File: src/rtl/xor_puf_crp_ctrl.sv
// Challenge issuer / response collector for a 3-chain XOR arbiter PUF.
// Each LFSR challenge is raced REPS times, the samples are majority-voted and packed MSB-first.
module xor_puf_crp_ctrl #(
  parameter int RESP_N = 32,
  parameter int REPS   = 5,
  parameter int SETTLE = 8
) (
  input  logic              clk,
  input  logic              rst,
  input  logic              start,
  input  logic [63:0]       seed,
  output logic [63:0]       challenge,
  output logic              launch,
  input  logic              puf_resp,
  output logic [RESP_N-1:0] resp_data,
  output logic              resp_valid,
  input  logic              resp_ready,
  output logic              busy,
  output logic [7:0]        unstable_cnt
);

  // Handshake: resp_data is transferred on a clock edge where resp_valid && resp_ready;
  // resp_valid stays high and resp_data stays frozen until that edge.

  typedef enum logic [2:0] {
    S_IDLE,
    S_LAUNCH,
    S_SETTLE,
    S_SAMPLE,
    S_DONE
  } state_t;

  localparam logic [3:0] REPS_L    = 4'(REPS);
  localparam logic [3:0] REPS_LAST = 4'(REPS - 1);
  localparam logic [3:0] REPS_HALF = 4'(REPS / 2);
  localparam logic [7:0] BIT_LAST  = 8'(RESP_N - 1);
  localparam logic [7:0] WAIT_INIT = 8'(SETTLE - 1);

  state_t              state_q, state_d;
  logic [63:0]         challenge_q, challenge_d;
  logic                launch_q, launch_d;
  logic [RESP_N-1:0]   resp_data_q, resp_data_d;
  logic                resp_valid_q, resp_valid_d;
  logic                busy_q, busy_d;
  logic [7:0]          unstable_q, unstable_d;
  logic [3:0]          rep_q, rep_d;
  logic [3:0]          ones_q, ones_d;
  logic [7:0]          bit_q, bit_d;
  logic [7:0]          wait_q, wait_d;

  logic [3:0]          ones_total;
  logic                vote;
  logic [63:0]         lfsr_next;

  assign ones_total = ones_q + {3'b000, puf_resp};
  assign vote       = (ones_total > REPS_HALF);
  assign lfsr_next  = {challenge_q[62:0],
                       challenge_q[63] ^ challenge_q[62] ^ challenge_q[60] ^ challenge_q[59]};

  always_comb begin
    state_d      = state_q;
    challenge_d  = challenge_q;
    launch_d     = 1'b0;
    resp_data_d  = resp_data_q;
    resp_valid_d = resp_valid_q;
    busy_d       = busy_q;
    unstable_d   = unstable_q;
    rep_d        = rep_q;
    ones_d       = ones_q;
    bit_d        = bit_q;
    wait_d       = wait_q;

    case (state_q)
      S_IDLE: begin
        if (start) begin
          // An all-zero LFSR would lock up, so a zero seed is replaced by 1.
          challenge_d = (seed == 64'h0) ? 64'h1 : seed;
          resp_data_d = '0;
          unstable_d  = 8'h00;
          rep_d       = 4'h0;
          ones_d      = 4'h0;
          bit_d       = 8'h00;
          busy_d      = 1'b1;
          launch_d    = 1'b1;
          state_d     = S_LAUNCH;
        end
      end

      S_LAUNCH: begin
        wait_d  = WAIT_INIT;
        state_d = S_SETTLE;
      end

      S_SETTLE: begin
        if (wait_q == 8'h00) begin
          state_d = S_SAMPLE;
        end else begin
          wait_d = wait_q - 8'h01;
        end
      end

      S_SAMPLE: begin
        if (rep_q != REPS_LAST) begin
          rep_d    = rep_q + 4'h1;
          ones_d   = ones_total;
          launch_d = 1'b1;
          state_d  = S_LAUNCH;
        end else begin
          resp_data_d = (resp_data_q << 1) | RESP_N'(vote);
          if ((ones_total != 4'h0) && (ones_total != REPS_L) && (unstable_q != 8'hFF)) begin
            unstable_d = unstable_q + 8'h01;
          end
          challenge_d = lfsr_next;
          rep_d       = 4'h0;
          ones_d      = 4'h0;
          if (bit_q == BIT_LAST) begin
            resp_valid_d = 1'b1;
            state_d      = S_DONE;
          end else begin
            bit_d    = bit_q + 8'h01;
            launch_d = 1'b1;
            state_d  = S_LAUNCH;
          end
        end
      end

      S_DONE: begin
        if (resp_ready) begin
          resp_valid_d = 1'b0;
          busy_d       = 1'b0;
          state_d      = S_IDLE;
        end
      end

      default: begin
        state_d = S_IDLE;
      end
    endcase
  end

  always_ff @(posedge clk) begin
    if (rst) begin
      state_q      <= S_IDLE;
      challenge_q  <= 64'h0;
      launch_q     <= 1'b0;
      resp_data_q  <= '0;
      resp_valid_q <= 1'b0;
      busy_q       <= 1'b0;
      unstable_q   <= 8'h00;
      rep_q        <= 4'h0;
      ones_q       <= 4'h0;
      bit_q        <= 8'h00;
      wait_q       <= 8'h00;
    end else begin
      state_q      <= state_d;
      challenge_q  <= challenge_d;
      launch_q     <= launch_d;
      resp_data_q  <= resp_data_d;
      resp_valid_q <= resp_valid_d;
      busy_q       <= busy_d;
      unstable_q   <= unstable_d;
      rep_q        <= rep_d;
      ones_q       <= ones_d;
      bit_q        <= bit_d;
      wait_q       <= wait_d;
    end
  end

  assign challenge    = challenge_q;
  assign launch       = launch_q;
  assign resp_data    = resp_data_q;
  assign resp_valid   = resp_valid_q;
  assign busy         = busy_q;
  assign unstable_cnt = unstable_q;

endmodule
File: config.mk
export PLATFORM = sky130hd
export DESIGN_NAME = xor_puf_crp_ctrl
export DESIGN_NICKNAME = d
export VERILOG_FILES = /design/src/rtl/xor_puf_crp_ctrl.sv
export SDC_FILE = /design/constraint.sdc
export NUM_CORES = 1
export LEC_CHECK = 0
export BUFFER_PORTS_ARGS = -buffer_cell sky130_fd_sc_hd__buf_2
export CAP_MARGIN = 25
export CORE_MARGIN = 2
export CORE_UTILIZATION = 40
export CTS_CLUSTER_SIZE = 30
export DETAILED_ROUTE_END_ITERATION = 8
export GPL_ROUTABILITY_DRIVEN = 0
export PLACE_DENSITY_LB_ADDON = 0.2
export SYNTH_ARGS = -nofsm -noshare
export SYNTH_HDL_FRONTEND = slang
export SYNTH_SLANG_ARGS = --single-unit
File: constraint.sdc
create_clock -name clk -period 2.7 [get_ports clk]
set_clock_uncertainty 0.2 [all_clocks]
set_input_delay 0.54 -clock clk [delete_from_list [all_inputs] [get_ports clk]]
set_output_delay 0.54 -clock clk [all_outputs]
set_load 0.03 [all_outputs]
### After elaboration in Yosys (flattened, before gate mapping)

Index checks and enable logic that the tools add are counted.

* bits in registers: 134
* bits of input ports: 69
* output and inout bits: 107
* logic and storage cells: 92

* add/subtract/negate cells: 5
* $lt $le $gt $ge: 1
* eq/ne operators: 16
* muxes and demuxes: 37
* bitwise gates (word level): 4
* reductions and logical operators: 18

Operators with widths (count)
* $mux 64: 3
* $pmux 64 s2: 1
* $logic_not 64->1: 1
* $mux 32: 2
* $pmux 32 s2: 1
* $mux 8: 6
* $pmux 8 s2: 3
* $or 32x1->32: 1
* $add 8x1->8 const B: 2
* $ne 2x2->1 const B: 8
* $pmux 4 s2: 2
* $mux 3: 5
* $pmux 3 s5: 1
* $mux 4: 3
* $reduce_and 4->1: 3
* $reduce_and 3->1: 3
* $eq 8x5->1 const B: 1
* $logic_not 8->1: 1
* $ne 4x3->1 const B: 2
* $ne 8x8->1 const B: 1
* $reduce_bool 2->1: 4
* $sub 8x1->8 const B: 1
* $mux 1: 7
* $eq 3x2->1 const B: 2
* 11 further kinds: 17

### Depth between registers and ports, before layout

* depth after elaboration: 7
* depth in mapped cells: 8
* depth with buffers taken out: 7

### Worst setup path before layout

OpenSTA, ideal clock, no wires.

* kind: input port to flip-flop
* from: input port puf_resp
* to: register unstable_q[7] (netlist: unstable_cnt[7])
* setup time: 120 ps
* arrival time: 2110 ps
* required time: 2380 ps
* setup slack: 270 ps
* stages: 7
* buffers on the path: 0
* cell sequence: ha_1 > ha_1 > xnor2_1 > mux2_2 > a21oi_2 > a21oi_1 > a211o_1

* cells in the longest elaborated chain, start to end: 6
* elaborated cells between the ends (all ways): 7
* those cells by class: 1 x add/sub; 2 x eq/ne; 4 x reduce/logical

RTL lines
* from (decl): line 14 `input logic puf_resp,`
* $add 4x1->4 *: line 55 `assign ones_total = ones_q + {3'b000, puf_resp};`
* $ne 4x3->1 or $reduce_bool 4->1 (tied branches): line 110 `if ((ones_total != 4'h0) && (ones_total != REPS_L) && (unstable_q != 8'hFF)) begin`
* $logic_and 1x1->1 * (2 in a row): line 110
* $ne 2x2->1 (no source line) *
* $reduce_and 4->1 (no source line) *
* to (signal assigned): line 161 `unstable_q <= unstable_d;`
* to (decl): line 45 `logic [7:0] unstable_q, unstable_d;`

Every way passes the cells marked *; elsewhere a longest branch is shown, timed or not.
A chain may end at the register's enable or synchronous reset.

### Worst setup path in the final report

* from: register ones_q[0]
* to: register unstable_q[7] (netlist: unstable_cnt[7])

* cells in the longest elaborated chain, start to end: 6
* elaborated cells between the ends (all ways): 7
* those cells by class: 1 x add/sub; 2 x eq/ne; 4 x reduce/logical

RTL lines
* from (decl): line 47 `logic [3:0] ones_q, ones_d;`
* from (signal assigned): line 163 `ones_q <= ones_d;`
* $add 4x1->4 *: line 55
* $ne 4x3->1 or $reduce_bool 4->1 (tied branches): line 110
* $logic_and 1x1->1 * (2 in a row): line 110
* $ne 2x2->1 (no source line) *
* $reduce_and 4->1 (no source line) *

Marks and branches as above.

==> out/qor.yml <==
worstSkewPairLatency_ps: 420
finalHoldViolations: 0
synthAdderAreaFrac_pct: 1.81
drc: 0
ys_types: 53
finalSetupViolCount: 0
ys_seq_area_share_pct: 48.4
n_fill_cell: 1274
yosys.area.top_type: "dfxtp_1"
cp.depth: 7
cp_common_cell: "ha_1"
synth_compound_area_share_pct: 22.8
tns_ps: 0
synth_most_common_cell: "dfxtp_1"
syn_area_per_cell_um2: 9.44
synth_xor_area_share_pct: 2.69
syn_inst: 587
io-pin-count: 176
gr-total-overflow: 0
stdcell_area_um2: 7210
post_cts_buffers: 0
die_area_um2: 14800
synth-async-reset-ratio_pct: 0
core_um2: 13700
post_drt_wl_per_cell_um: 16.7
hold_buffers: 0
area_delta_synth_final_pct: 30.0
yosys_most_used_dff: "dfxtp_1"
powerDensity_nw_per_um2: 981
clock.fmax_mhz: 420
slew-limit-headroom_pct: 50.8
hp-start: "resp_ready"
synth-seq-cells: 134
slowest_stage: "mux2_2"
arrival_ps: 2490
critPathBufInv: 0
worst-endpoint-required_ps: 2810
synthTopCellsByArea: "dfxtp_1, a222oi_1, nor2_1, a22oi_1, clkbuf_1"
hold_path.class: "input pin to flip-flop"
clock-sinks: 134
htreeDepth: 4
grt_pass1_vias: 5155
fin_crit_sh_pct: 88.1
num_rows: 43
grtUsageTotal_pct: 21.6
placed_area_um2: 6600
fin_nets: 824
synth_top_area_share_pct: 48.4
status: "finished clean"
regToRegStartpoint: "ones_q[0]"
crit_path_max_fanout: 6
fin_crit_ps: 2380
drtIter0Drc: 727
synth-edff-count: 0
synth_nets: 664
vias: 5507
crit_path_cell_trace: "ha_1 > ha_1 > xnor2_1 > mux2_2 > a21oi_2 > a21oi_1 > a211o_1"
rsz0062_at_grt: "no"
critPathTopFamily: "compound AO/OA/AOI/OAI gates"
p_total_uw: 7070
syn-cell-area_um2: 5540
cts.clk_slew.worst_paths_ps: 60
slowest_delay_ps: 410
drt-total-wl_um: 15700
initial_core_util_pct: 40.4
crit_type: "flip-flop to flip-flop"
startpoint_type: "flip-flop"
tightest_slew_ps: 729
grt_pass1_wl_um: 25300
post_drt_via_cell_ratio: 5.86
dp_hpwl_um: 10700
synth_warnings: 0
grt_start_max_net_pins: 66
drtAntennaViolNets: 0
post_cts_resized: 0
cts_buffers: 17
die_y_um: 122
n_antenna_cell: 0
endpoint_kind: "flip-flop"
hold_slack_ps: 160
die_w_um: 122
hold_depth: 2
r2r_cells: 7
synth.cells.most_frequent: "dfxtp_1, nor2_1, a222oi_1, clkbuf_1, a22oi_1"
finish.utilization_pct: 52.5
dr.pass1.iters: 8
leakage_uw: 0.00303
drv_cap: 0
cts.path.max_buffers: 2
finalMaxSlewViolations: 0
port_buffers: 175
synth-simple-area-share_pct: 18.4
worstSetupStartpoint: "ones_q[0]"
synth_mux_area_share_pct: 1.40
cts_root_buffer: "clkbuf_16"
ir_drop_uv: 468
tritoncts: "yes"
drive_gt1_share_pct: 31.4
grt_antenna_before_repair: 0
synth_top_family_by_area: "compound AO/OA/AOI/OAI gates"
routing by layer:
| metal | share of wire [%] | vias to the layer above | GRT usage (%) |
|---|---|---|---|
| met5 | 0 | - | 0 |
| met4 | 2.2 | 0 | 8.05 |
| met3 | 8.6 | 29 | 8.33 |
| met2 | 48 | 240 | 35.0 |
| met1 | 41 | 2661 | 26.1 |
| li1 | - | 2577 | - |
power breakdown:
group	total [µW]	internal, µW	switching [µW]
logic	2180	846	1340
clock network	2360	1460	898
registers	2520	2250	269
total	7070	4570	2510
cells in the final DEF, fill, tap and decap left out, drive strengths merged, types with 6 or more instances in the layout:
cell,Yosys,layout
buf,13,190
dfxtp,134,134
nor2,132,132
a222oi,63,63
a22oi,34,34
clkbuf,36,19
nor4,18,18
nand2,17,17
a21oi,17,17
xnor2,14,14
inv,7,11
a211oi,10,10
nand4,9,9
nand3,8,8
ha,8,8
nor3,6,6
final cells by class:
class / count / area (µm²) / share of cell area (%)
flip-flops and latches: 134 / 2680 / 37.2
multi-input cells: 397 / 2640 / 36.6
repair buffers: 190 / 1030 / 14.3
clock buffers: 19 / 433 / 6.01
well taps: 180 / 225 / 3.13
clock inverters: 13 / 171 / 2.38
inverters: 7 / 26.3 / 0.365
kinds of logic (layout without fill, tap and decap cells):
group | Yosys count | after routing
AO/OA/AOI/OAI | 146 | 146
flip-flops | 134 | 134
XOR/XNOR | 17 | 17
buffers and inverters | 56 | 229
multiplexers | 7 | 7
adder cells (fa/ha/maj) | 8 | 8
AND/OR/NAND/NOR | 219 | 219
path summary, 6_finish.rpt:
kind | end | slack [ps]
hold / removal | resp_valid | 160
setup reg to reg | unstable_cnt[7] | 320
hold reg to reg | rep_q[3] | 300
setup / recovery | unstable_cnt[7] | 320
stage by stage:
step           setup WS [ps]  cells
3_5_place_dp            7.11    908
5_1_grt                  139    940
6_report                 321    940
4_1_cts                  346    940
3_3_place_gp            92.7    908
2_1_floorplan            270    587
flip-flops by register name, summed over array words and instances, names as in the netlist:
name and cells:
challenge 64, resp_data 32, bit_q 8, unstable_cnt 8, wait_q 8, ones_q 4, rep_q 4, state_q 3
busy 1, launch 1, resp_valid 1
(Power assumes the default switching activity.)
